## src/rtl/param_memory_system.sv

```systemverilog
// Parametrised DEPTH x WIDTH register-file memory with a registered read port
// and a sequential bulk-clear engine that zeroes one word per cycle.
//
// Ports:
//   clk    - system clock, all state updates on the rising edge
//   reset  - asynchronous, active-high reset (zeroes array, outputs, engine)
//   data   - write data
//   store  - write enable for word[addr] (ignored while clearing)
//   addr   - shared word select for write and read
//   clear  - level-sampled start of a bulk clear (acts only when idle)
//   memory - registered read data of word[addr]
//   busy   - high while the clear engine is running
module param_memory_system #(
    parameter int WIDTH = 8,
    parameter int DEPTH = 4,
    localparam int AW = $clog2(DEPTH)
) (
    input  logic             clk,
    input  logic             reset,
    input  logic [WIDTH-1:0] data,
    input  logic             store,
    input  logic [AW-1:0]    addr,
    input  logic             clear,
    output logic [WIDTH-1:0] memory,
    output logic             busy
);

    typedef enum logic {
        IDLE  = 1'b0,
        CLEAR = 1'b1
    } state_t;

    // One extra bit so DEPTH itself is representable in the range check.
    localparam logic [AW:0]   DEPTH_W = (AW + 1)'(DEPTH);
    localparam logic [AW-1:0] LAST    = AW'(DEPTH - 1);

    state_t           state;
    state_t           state_nx;
    logic [AW-1:0]    ptr;
    logic [WIDTH-1:0] words [DEPTH];
    logic             in_range;

    // Addresses past DEPTH-1 exist only when DEPTH is not a power of two.
    assign in_range = ({1'b0, addr} < DEPTH_W);

    always_ff @(posedge clk or posedge reset) begin
        if (reset) begin
            state <= IDLE;
        end else begin
            state <= state_nx;
        end
    end

    always_comb begin
        state_nx = state;
        unique case (state)
            IDLE: begin
                if (clear) begin
                    state_nx = CLEAR;
                end
            end
            CLEAR: begin
                if (ptr == LAST) begin
                    state_nx = IDLE;
                end
            end
        endcase
    end

    // busy is driven directly from the state register, so it is glitch-free.
    always_comb begin
        busy = (state == CLEAR);
    end

    always_ff @(posedge clk or posedge reset) begin
        if (reset) begin
            for (int i = 0; i < DEPTH; i++) begin
                words[i] <= '0;
            end
            ptr    <= '0;
            memory <= '0;
        end else begin
            unique case (state)
                IDLE: begin
                    // A starting clear takes priority over a same-cycle store.
                    if (store && in_range && !clear) begin
                        words[addr] <= data;
                    end
                    if (clear || !in_range) begin
                        memory <= '0;
                    end else if (store) begin
                        memory <= data;
                    end else begin
                        memory <= words[addr];
                    end
                end
                CLEAR: begin
                    words[ptr] <= '0;
                    ptr        <= (ptr == LAST) ? '0 : ptr + 1'b1;
                    memory     <= '0;
                end
            endcase
        end
    end

endmodule

```

## config.mk

```make
export PLATFORM = sky130hd
export DESIGN_NAME = param_memory_system
export DESIGN_NICKNAME = d
export VERILOG_FILES = /design/src/rtl/param_memory_system.sv
export SDC_FILE = /design/constraint.sdc
export NUM_CORES = 1
export LEC_CHECK = 0
export BUFFER_PORTS_ARGS = -buffer_cell sky130_fd_sc_hd__buf_2
export CORE_MARGIN = 2
export CORE_UTILIZATION = 62
export DETAILED_ROUTE_END_ITERATION = 10
export HOLD_SLACK_MARGIN = 0.12
export PLACE_DENSITY_LB_ADDON = 0.08
export SYNTH_ARGS = -nofsm -noshare
export SYNTH_HDL_FRONTEND = slang
export SYNTH_SLANG_ARGS = --single-unit
```

## constraint.sdc

```tcl
create_clock -name clk -period 3.78 [get_ports clk]
set_input_delay 0.378 -clock clk [delete_from_list [all_inputs] [get_ports clk]]
set_output_delay 0.378 -clock clk [all_outputs]
set_load 0.01 [all_outputs]
```

# Word level (Yosys, flattened, before mapping)
# Cells that the tools add are included.
dict set report totals {
  in_bits 14
  regBits 43
  wordCells 40
  out_inout_bits 9
}
dict set report op_classes {
  addsub 1
  reduce_logical 4
  n_lt_le_gt_ge 4
  bitwise 5
  eq_ne 2
  muxes 17
}
# cell n
set ops {}
lappend ops {{$pmux 32 s2} 1}
lappend ops {{$mux 8} 6}
lappend ops {{$and 32x32->32} 1}
lappend ops {{$bwmux 32} 1}
lappend ops {{$demux 8 s2} 2}
lappend ops {{$mux 32} 1}
lappend ops {{$not 32->32} 1}
lappend ops {{$bmux 8 s2} 1}
lappend ops {{$pmux 8 s2} 1}
lappend ops {{$ge 3x3->1 const B} 2}
lappend ops {{$lt 3x1->1 const B} 2}
lappend ops {{$not 2->3} 2}
lappend ops {{$logic_and 1x1->1} 3}
lappend ops {{$add 2x1->2 const B} 1}
lappend ops {{$eq 2x2->1 const B} 1}
lappend ops {{$mux 1} 2}
lappend ops {{$mux 2} 1}
lappend ops {{$ne 2x2->1 const B} 1}
lappend ops {{$pmux 1 s2} 1}
lappend ops {{$logic_not 1->1} 1}
lappend ops {{$not 1->1} 1}

# Logic depth before layout (Yosys ltp)
# Gate-level depths: netlist of the first run.
dict set report depth {
  depth_word 8
  mapped_depth 5
}

# Worst setup path before layout of the first run
# No wires, ideal clock.
dict set report synth_path {
  path_kind {in2reg}
  from {input port addr[1]}
  to {register memory[0]}
  path_stages 4
  setup_time_ns 0.130
  t_required_ns 3.650
  setup_slack_ns 2.443
  t_arrival_ns 1.208
  n_path_buf 1
  cell_sequence {buf_6 mux4_1 mux2i_1 nor2_1}
}
dict set report synth_between {
  elab_chain_cells 7
}
# element line
set synth_rtl {}
lappend synth_rtl {{start, declared} 22} ;# input logic [AW-1:0] addr,
lappend synth_rtl {{$not 2->3 (not written as such)} 94} ;# memory <= words[addr];
lappend synth_rtl {{$bmux 8 s2} 94}
lappend synth_rtl {{$mux 8 (not written as such) (2 in series)} 94}
lappend synth_rtl {{$mux 8} 91} ;# end else if (store) begin
lappend synth_rtl {{$mux 8} 89} ;# if (clear || !in_range) begin
lappend synth_rtl {{$pmux 8 s2} 83} ;# unique case (state)
lappend synth_rtl {{end signal, assigned} 92} ;# memory <= data;
lappend synth_rtl {{end signal, assigned} 94}
lappend synth_rtl {{end, declared} 24} ;# output logic [WIDTH-1:0] memory,
# No other way between the ends. The select of a mux whose other input is x is not followed.
# A chain may end at the register's enable or synchronous reset.

# Final worst setup path of the first run
dict set report layout_path {
  from {register state (netlist: busy)}
  to {register words[22] in the netlist's numbering}
}
dict set report layout_between {
  elab_chain_cells 2
}
# element line
set layout_rtl {}
lappend layout_rtl {{start, declared} 37} ;# state_t state;
lappend layout_rtl {{start signal, assigned} 50} ;# state <= state_nx;
lappend layout_rtl {{$not 1->1} n/a}
lappend layout_rtl {{$pmux 32 s2 or $ne 2x2->1 (tied branches)} n/a}
lappend layout_rtl {{end signal, assigned by index} 87} ;# words[addr] <= data;
lappend layout_rtl {{end, declared} 40} ;# logic [WIDTH-1:0] words [DEPTH];
# Several ways; a longest one is shown, not always the timed one.

==> run_results.csv, run 1 <==
group,metric,value,unit
die,ios,23,
placement,place_inst,234,
grt,first_global_vias,1340,
sta,tightest_slew,0.666,ns
sta,tns,0,ns
grt,grt_pass1_wl,6640,um
placement,io_buffers,22,
grt,grt-ovfl-total,0,
drt,ant_nets,0,
final_layout,drive_gt1_share,18.4,%
final_layout,area_growth,11.1,%
drt,drc,0,
status,status,"finished clean",
final_layout,antenna_cells,0,
placement,dp.final_hpwl,2840,um
drt,viasPerCell,5.69,
yosys,yosysTopAreaCellShare,51.5,%
yosys,synthFlopType,"dfrtp_1",
yosys,mappedNetlistArea,0.00209,mm^2
power,total_power,1.27,mW
setup_path,rr_worst_depth,2,
setup_path,end_kind,"flop",
yosys,synth_common_cells,"dfrtp_1 (43), mux2i_1 (40), nand2_1 (37), inv_1 (12), nor2_1 (9)",
yosys,ys_ff_latch,43,
final_layout,stdcell_count,242,
setup_path,critPathMaxFanout,14,
clock_tree,h-tree-depth,2,
sta,relSlewSlack,55.5,%
die,die_y,62.1,um
sta,fin_crit,1.63,ns
clock_tree,clkLatencyLatePin,0.37,ns
sta,maxSlewViolCount,0,
clock_tree,cts-resized-gates,0,
grt,grt_max_degree,44,
yosys,ys_async_sr_fraction,100,%
clock_tree,root_buffer,"clkbuf_4",
die,die_x,62.1,um
yosys,ys_seq_area_share,51.5,%
sta,rsz0062_at_grt,"false",
yosys,yosysTopAreaCell,"dfrtp_1",
clock_tree,cts_buffer_depth,2,
job,drv_cap,0,
clock_tree,path_clk_slew,0.14,ns
power,power_density,546,mW/mm^2
final_layout,regArea,0.00108,mm^2
drt,vias,1376,
die,rows,21,
clock_tree,clock_sinks,43,
yosys,synthCells,172,
yosys,synth_nets,190,
yosys,synth_cell_types,20,
placement,gp_congestion,0.806,
setup_path,critPathKind,"reg -> reg",
setup_path,critPathLaunchType,"flop",
sta,fin_worst_skew,0.0121,ns
clock_tree,post_cts_buffers,0,
clock_tree,cts_tree,"done",
clock_tree,cts-buffers-inserted,5,
drt,routed_wl,4370,um
power,vdd_ir_drop_max,368,uV
drt,drt-wirelength-per-cell,18.1,um
setup_path,worstPathArrival,1.90,ns
final_layout,fillers,239,
clock_tree,cts_hold_buf,0,
final_layout,multi_input_area,912,um^2
grt,track_usage,25.6,%
die,die-area,0.00385,mm^2
die,core_area,0.00328,mm^2
sta,whs,0.102,ns
yosys,synth.area.top_cells,"dfrtp_1 (51%), mux2i_1 (19%), mux4_1 (10%), nand2_1 (6.6%), ha_1 (2.4%)",
power,p_leak,1.33,nW
grt,antenna_found_initial,0,
setup_path,cp.required,4.05,ns
sta,max_clock_freq,0.614,GHz
final_layout,nets,213,
drt,drt_first_iter_violations,92,
yosys,yosysMostFrequentCell,"dfrtp_1",
sta,hold_viol_final,0,
yosys,yosysWarnings,0,
yosys,synth-edff-count,0,
hold_path,min-delay-path-class,"in -> async",
drt,first_pass_iters,4,
sta,final-setup-viol-count,0,
sta,fin_crit_sh,43.1,%
yosys,avgSynthCellArea,12.1,um^2
die,initial_utilization,63.6,%
layout make-up:
class                           instances  share of cell area (%)
Inverter                               12                    1.94
Tap cell                               46                    2.48
Sequential cell                        43                    46.4
Clock inverter                          3                    2.91
Clock buffer                            5                    1.62
Multi-Input combinational cell        109                    39.3
Timing Repair Buffer                   24                    5.39
cells in the final DEF (no fill, tap or decap):
cell type / n
dfrtp_1: 43
mux2i_1: 40
nand2_1: 37
buf_2: 22
inv_1: 12
nor2_1: 9
mux4_1: 8
clkbuf_4: 5
ha_1: 4
o21ai_0: 2
bufinv_16: 2
buf_4: 2
nor3b_2: 1
nand3b_1: 1
nand2_2: 1
nand3_1: 1
nand3b_2: 1
nor3b_1: 1
or2_2: 1
and2_1: 1
or3_1: 1
clkinvlp_4: 1
stage by stage:
stage	setup slack, ns	cell area (um^2)	utilization [%]
detailed placement	1.87	2220	67.5
floorplan	2.40	2090	-
global route	2.10	2320	70.7
global placement	1.96	2220	67.5
CTS	2.14	2320	70.7
finish	2.15	2320	70.7
state kept, by name (all words and copies together) (netlist names):
name and count:
memory 8, busy 1, ptr 2, words 32
power by group:
| part | total (mW) | internal (mW) | switching [mW] |
|---|---|---|---|
| clock | 0.365 | 0.206 | 0.159 |
| sequential | 0.605 | 0.545 | 0.0604 |
| combinational | 0.297 | 0.111 | 0.187 |
logic make-up after synthesis:
logic type / after synthesis / share of synthesized area (%)
simple gates: 55 / 11.6
mux: 48 / 29.2
flops: 43 / 51.5
buf+inv: 20 / 4.85
fa+ha+maj: 4 / 2.40
compound gates: 2 / 0.479
layer usage:
layer / track usage [%] / up-vias / share of wire (%)
li1: - / 628 / -
met1: 31.6 / 691 / 42
met2: 43.2 / 48 / 50
met3: 5.59 / 9 / 4.9
met4: 11.2 / 0 / 3.0
met5: 0 / - / 0
critical path: stages, from the launching register on:
cell	delay, ns
dfrtp_1	0.54
nand3b_1	0.62
mux2i_1	0.37
path summary, 6_finish.rpt:
check                      startpoint   endpoint  slack (ns)
max                              busy  words[22]        2.15
max reg2reg                      busy  words[22]        2.15
min reg2reg                 words[11]  words[11]        0.53
max in group asynchronous       reset   words[0]        3.28
min                             reset  memory[3]        0.10
min in group clk              data[4]  memory[4]        0.25
No activity file was read; power rests on OpenSTA's default activity.
==> run 2: changes to the inputs <==
--- a/config.mk
+++ b/config.mk
@@ -7,7 +7,7 @@
 export LEC_CHECK = 0
 export BUFFER_PORTS_ARGS = -buffer_cell sky130_fd_sc_hd__buf_2
 export CORE_MARGIN = 2
-export CORE_UTILIZATION = 62
+export CORE_UTILIZATION = 57
 export DETAILED_ROUTE_END_ITERATION = 10
 export HOLD_SLACK_MARGIN = 0.12
 export PLACE_DENSITY_LB_ADDON = 0.08
==> constraint.sdc (replaced) <==
create_clock -name clk -period 1.7 [get_ports clk]
set_input_delay 0.17 -clock clk [delete_from_list [all_inputs] [get_ports clk]]
set_output_delay 0.17 -clock clk [all_outputs]
set_load 0.01 [all_outputs]
==> run_results.csv, run 2 (synthesis results as in run 1) <==
group,metric,value,unit
final_layout,drive_gt1_share,19.0,%
placement,place_inst,239,
power,p_leak,1.37,nW
drt,drt_first_iter_violations,111,
drt,ant_nets,0,
power,power_density,1080,mW/mm^2
job,drv_cap,0,
drt,viasPerCell,5.52,
final_layout,top_regs,"words x32, memory x8, ptr x2",
hold_path,min-delay-path-class,"in -> reg",
sta,hold_viol_final,0,
sta,final-setup-viol-count,0,
setup_path,rr_worst_depth,2,
die,core_area,0.00342,mm^2
die,initial_utilization,61.2,%
setup_path,end_kind,"flop",
die,ios,23,
clock_tree,h-tree-depth,2,
setup_path,max_stage_delay,0.59,ns
final_layout,nets,227,
sta,final_critical_path_setup_slack,0.373,ns
setup_path,crit_cells,2,
grt,grt_max_degree,44,
die,rows,21,
clock_tree,cts_tree,"done",
drt,drt-wirelength-per-cell,17.1,um
sta,max_clock_freq,0.754,GHz
sta,relSlewSlack,64.7,%
clock_tree,root_buffer,"clkbuf_4",
grt,grt_pass1_wl,7410,um
clock_tree,path_clk_slew,0.13,ns
power,vdd_ir_drop_max,564,uV
die,die_x,64.5,um
final_layout,area_growth,15.4,%
sta,tightest_slew,0.529,ns
clock_tree,clkLatencyLatePin,0.36,ns
sta,tns,0,ns
placement,gp_congestion,0.785,
final_layout,antenna_cells,0,
grt,first_global_vias,1576,
placement,dp.final_hpwl,2930,um
hold_path,holdPathStages,3,
final_layout,mostFrequentLayoutCell,"dfrtp_1",
drt,first_pass_iters,5,
die,die_y,64.5,um
clock_tree,clock_sinks,43,
sta,rsz0062_at_grt,"false",
final_layout,regMostFlops,"words",
sta,fin_crit_sh,78.0,%
setup_path,slowest_stage,"or3_1",
drt,vias,1412,
setup_path,cp_num_buf_inv,0,
sta,fin_worst_skew,0.0128,ns
status,status,"finished clean",
setup_path,critPathMaxFanout,8,
final_layout,final_cell_mix,"dfrtp_1 (43), mux2i_1 (40), nand2_1 (37)",
sta,maxSlewViolCount,0,
die,die-area,0.00417,mm^2
setup_path,critPathKind,"reg -> reg",
setup_path,crit_chain,"or3_1 > mux2i_1",
grt,grt-ovfl-total,0,
setup_path,worstPathArrival,1.55,ns
setup_path,crit_family,"simple AND/OR/NAND/NOR gates",
drt,routed_wl,4390,um
grt,antenna_found_initial,0,
grt,track_usage,24.6,%
setup_path,cp.required,1.93,ns
placement,place_ws,0.273,ns
clock_tree,cts_buffer_depth,2,
setup_path,critPathLaunchType,"flop",
final_layout,stdcell_count,256,
drt,drc,0,
final_layout,largest_register_ffs,32,
sta,fin_crit,1.33,ns
clock_tree,post_cts_buffers,0,
placement,io_buffers,22,
clock_tree,cts-buffers-inserted,5,
==> run 2: cell types whose count changed in the layout (fill, tap and decap cells not counted), sizes merged <==
cell         previous run  this run
clkbuf                  5         8
buf                    24        29
dlygate4sd3             0         9
bufinv                  2         0
clkinvlp                1         0
==> run 2: stage by stage <==
| step | util, % | power, mW | instance area [um^2] | hold slack (ns) |
|---|---|---|---|---|
| 5_1_grt | 70.6 | 2.77 | 2410 | 0.204 |
| 3_3_place_gp | 66.0 | 1.97 | 2250 | 0.318 |
| 2_1_floorplan | - | 1.79 | 2090 | 0.326 |
| 4_1_cts | 70.6 | 2.61 | 2410 | 0.209 |
| 3_5_place_dp | 66.0 | 2.03 | 2250 | 0.344 |
| 6_report | 70.6 | 2.60 | 2410 | 0.205 |
==> run 2: per-layer routing <==
layer / vias up / share of wire (%) / global-route usage, %
met5: - / 0 / 0
met4: 0 / 1.4 / 9.04
met3: 7 / 3.5 / 6.25
met2: 37 / 51 / 41.9
met1: 711 / 44 / 30.2
li1: 657 / - / -
==> run 2: final timing paths <==
| path | endpoint | startpoint | slack, ns |
|---|---|---|---|
| min in group asynchronous | words[29] | reset | 0.51 |
| min | memory[0] | store | 0.21 |
| max | words[11] | busy | 0.37 |
| min reg2reg | words[26] | words[26] | 0.53 |
| max in group asynchronous | words[17] | reset | 0.83 |
| max reg2reg | words[11] | busy | 0.37 |
==> run 2: area by class of cell <==
class	instances	area, um^2
Multi-Input combinational cell	109	912
Timing Repair Buffer	38	253
Sequential cell	43	1080
Clock buffer	8	68.8
Tap cell	46	57.6
Inverter	12	45.0
Fill cell	267	1000
==> run 2: timing repair <==
action | in CTS | in global routing
gates resized for setup | 0 | 0
hold endpoints to repair | 51 | 0
hold buffers | 9 | 0
==> run 2: power by group <==
group          switching, mW  total [mW]  internal (mW)
sequential             0.104        1.31           1.21
combinational          0.432       0.707          0.276
clock                  0.334       0.578          0.244
==> run 2: worst reg2reg max path: cells and delay by family, from the launching register on <==
kind,cells,cell delay (ns)
mux,1,0.19
flops,1,0.43
simple gates,1,0.59
==> run 3: changes to the inputs <==
--- a/config.mk
+++ b/config.mk
@@ -7,7 +7,7 @@
 export LEC_CHECK = 0
 export BUFFER_PORTS_ARGS = -buffer_cell sky130_fd_sc_hd__buf_2
 export CORE_MARGIN = 2
-export CORE_UTILIZATION = 57
+export CORE_UTILIZATION = 52
 export DETAILED_ROUTE_END_ITERATION = 10
 export HOLD_SLACK_MARGIN = 0.12
 export PLACE_DENSITY_LB_ADDON = 0.08
==> constraint.sdc (replaced) <==
create_clock -name clk -period 1.21 [get_ports clk]
set_input_delay 0.121 -clock clk [delete_from_list [all_inputs] [get_ports clk]]
set_output_delay 0.121 -clock clk [all_outputs]
set_load 0.01 [all_outputs]
==> run_results.csv, run 3 (synthesis results as in run 1) <==
group,metric,value,unit
status,status,"finished clean",
setup_path,cp.required,1.39,ns
sta,relSlewSlack,75.4,%
grt,antenna_found_initial,0,
grt,grt_pass1_wl,7330,um
final_layout,fillers,301,
drt,viasPerCell,5.32,
sta,max_clock_freq,0.841,GHz
setup_path,critPathLaunchType,"flop",
setup_path,critPathKind,"reg -> reg",
grt,first_global_vias,1467,
final_layout,top_regs,"words x32, memory x8, ptr x2",
die,die_x,67.4,um
sta,whs,0.131,ns
power,total_power,4.35,mW
sta,fin_worst_skew,0.00489,ns
sta,rsz0062_at_grt,"true",
final_layout,multi_input_area,930,um^2
clock_tree,cts_tree,"done",
final_layout,fin_area,0.00264,mm^2
die,core_area,0.00394,mm^2
final_layout,area_growth,26.4,%
power,vdd_ir_drop_max,744,uV
hold_path,min-delay-path-class,"in -> reg",
sta,maxSlewViolCount,0,
clock_tree,root_buffer,"clkbuf_8",
placement,place_area,0.00239,mm^2
setup_path,end_kind,"flop",
final_layout,drive_gt1_share,36.0,%
final_layout,post-route-util,67.0,%
placement,place_ws,-0.107,ns
power,p_leak,1.43,nW
clock_tree,h-tree-depth,2,
sta,hold_viol_final,0,
die,die-area,0.00454,mm^2
job,drv_cap,0,
die,rows,23,
placement,gp_congestion,0.801,
final_layout,largest_register_ffs,32,
drt,ant_nets,0,
drt,drc,0,
power,power_density,1650,mW/mm^2
drt,drt_first_iter_violations,77,
setup_path,critPathMaxFanout,8,
setup_path,worstPathArrival,1.37,ns
grt,grt_max_degree,37,
clock_tree,cts-buffers-inserted,5,
die,initial_utilization,53.0,%
die,die_y,67.4,um
final_layout,regMostFlops,"words",
placement,io_buffers,22,
final_layout,nets,242,
clock_tree,clock_sinks,43,
clock_tree,cts_buffer_depth,2,
die,ios,23,
clock_tree,path_clk_slew,0.08,ns
final_layout,regArea,0.00108,mm^2
sta,final-setup-viol-count,0,
sta,tightest_slew,0.368,ns
grt,grt-ovfl-total,0,
sta,fin_crit,1.19,ns
drt,vias,1463,
sta,final_critical_path_setup_slack,0.0208,ns
grt,track_usage,23.3,%
final_layout,final_cell_mix,"dfrtp_1 (42), mux2i_1 (40), nand2_1 (33)",
final_layout,mostFrequentLayoutCell,"dfrtp_1",
drt,first_pass_iters,4,
placement,dp.final_hpwl,3180,um
drt,drt-wirelength-per-cell,16.6,um
sta,fin_crit_sh,98.3,%
drt,routed_wl,4580,um
clock_tree,clkLatencyLatePin,0.30,ns
final_layout,antenna_cells,0,
[run 3: power by group]
group	internal [mW]	switching (mW)	total, mW	leakage (nW)
combinational	0.732	0.715	1.45	0.798
clock	0.519	0.493	1.01	0.0505
sequential	1.71	0.184	1.89	0.586
[run 3: worst paths after layout]
check | from | to | slack (ns) | cells after the start
worst max-delay path | busy | words[12] | 0.02 | 3
worst min-delay path | data[4] | memory[4] | 0.13 | 3
worst max register to register | busy | words[12] | 0.02 | 3
worst min register to register | words[25] | words[25] | 0.53 | 2
max in group asynchronous | reset | busy | 0.37 | 4
min in group asynchronous | reset | memory[2] | 0.33 | 3
[run 3: per-layer routing]
metal / global-route usage, % / routed length, um / vias to the layer above
met5: 0 / 0 / -
met4: 7.65 / 67 / 0
met2: 40.1 / 2400 / 43
li1: - / - / 677
met3: 5.67 / 270 / 7
met1: 28.8 / 1840 / 736
[run 3: area by class of cell]
| cell class | instances | area share (%) |
|---|---|---|
| flip-flops and latches | 43 | 40.8 |
| multi-input cells | 109 | 35.2 |
| repair buffers | 53 | 16.0 |
| clock buffers | 7 | 3.65 |
| clock inverters | 1 | 0.284 |
| inverters | 12 | 1.71 |
| well taps | 50 | 2.37 |
[run 3: repair_timing]
item | 4_1_cts | 5_1_grt
resized for setup | 11 | 22
setup endpoints to repair | 25 | 35
hold buffers | 8 | 0
pin swaps | 1 | 3
buffers inserted | 0 | 3
endpoints found under the hold margin | 14 | 0
[run 3: critical path, stage by stage, from the launching register on]
cell and delay [ns]:
dfrtp_2 0.45, or3_1 0.34, buf_6 0.17, mux2i_1 0.12
[run 3: per-stage QoR]
stage | setup TNS [ns] | std cells
floorplan | 0 | 172
global placement | -1.42 | 256
detailed placement | -1.77 | 256
CTS | 0 | 272
global route | -0.131 | 275
finish | 0 | 275
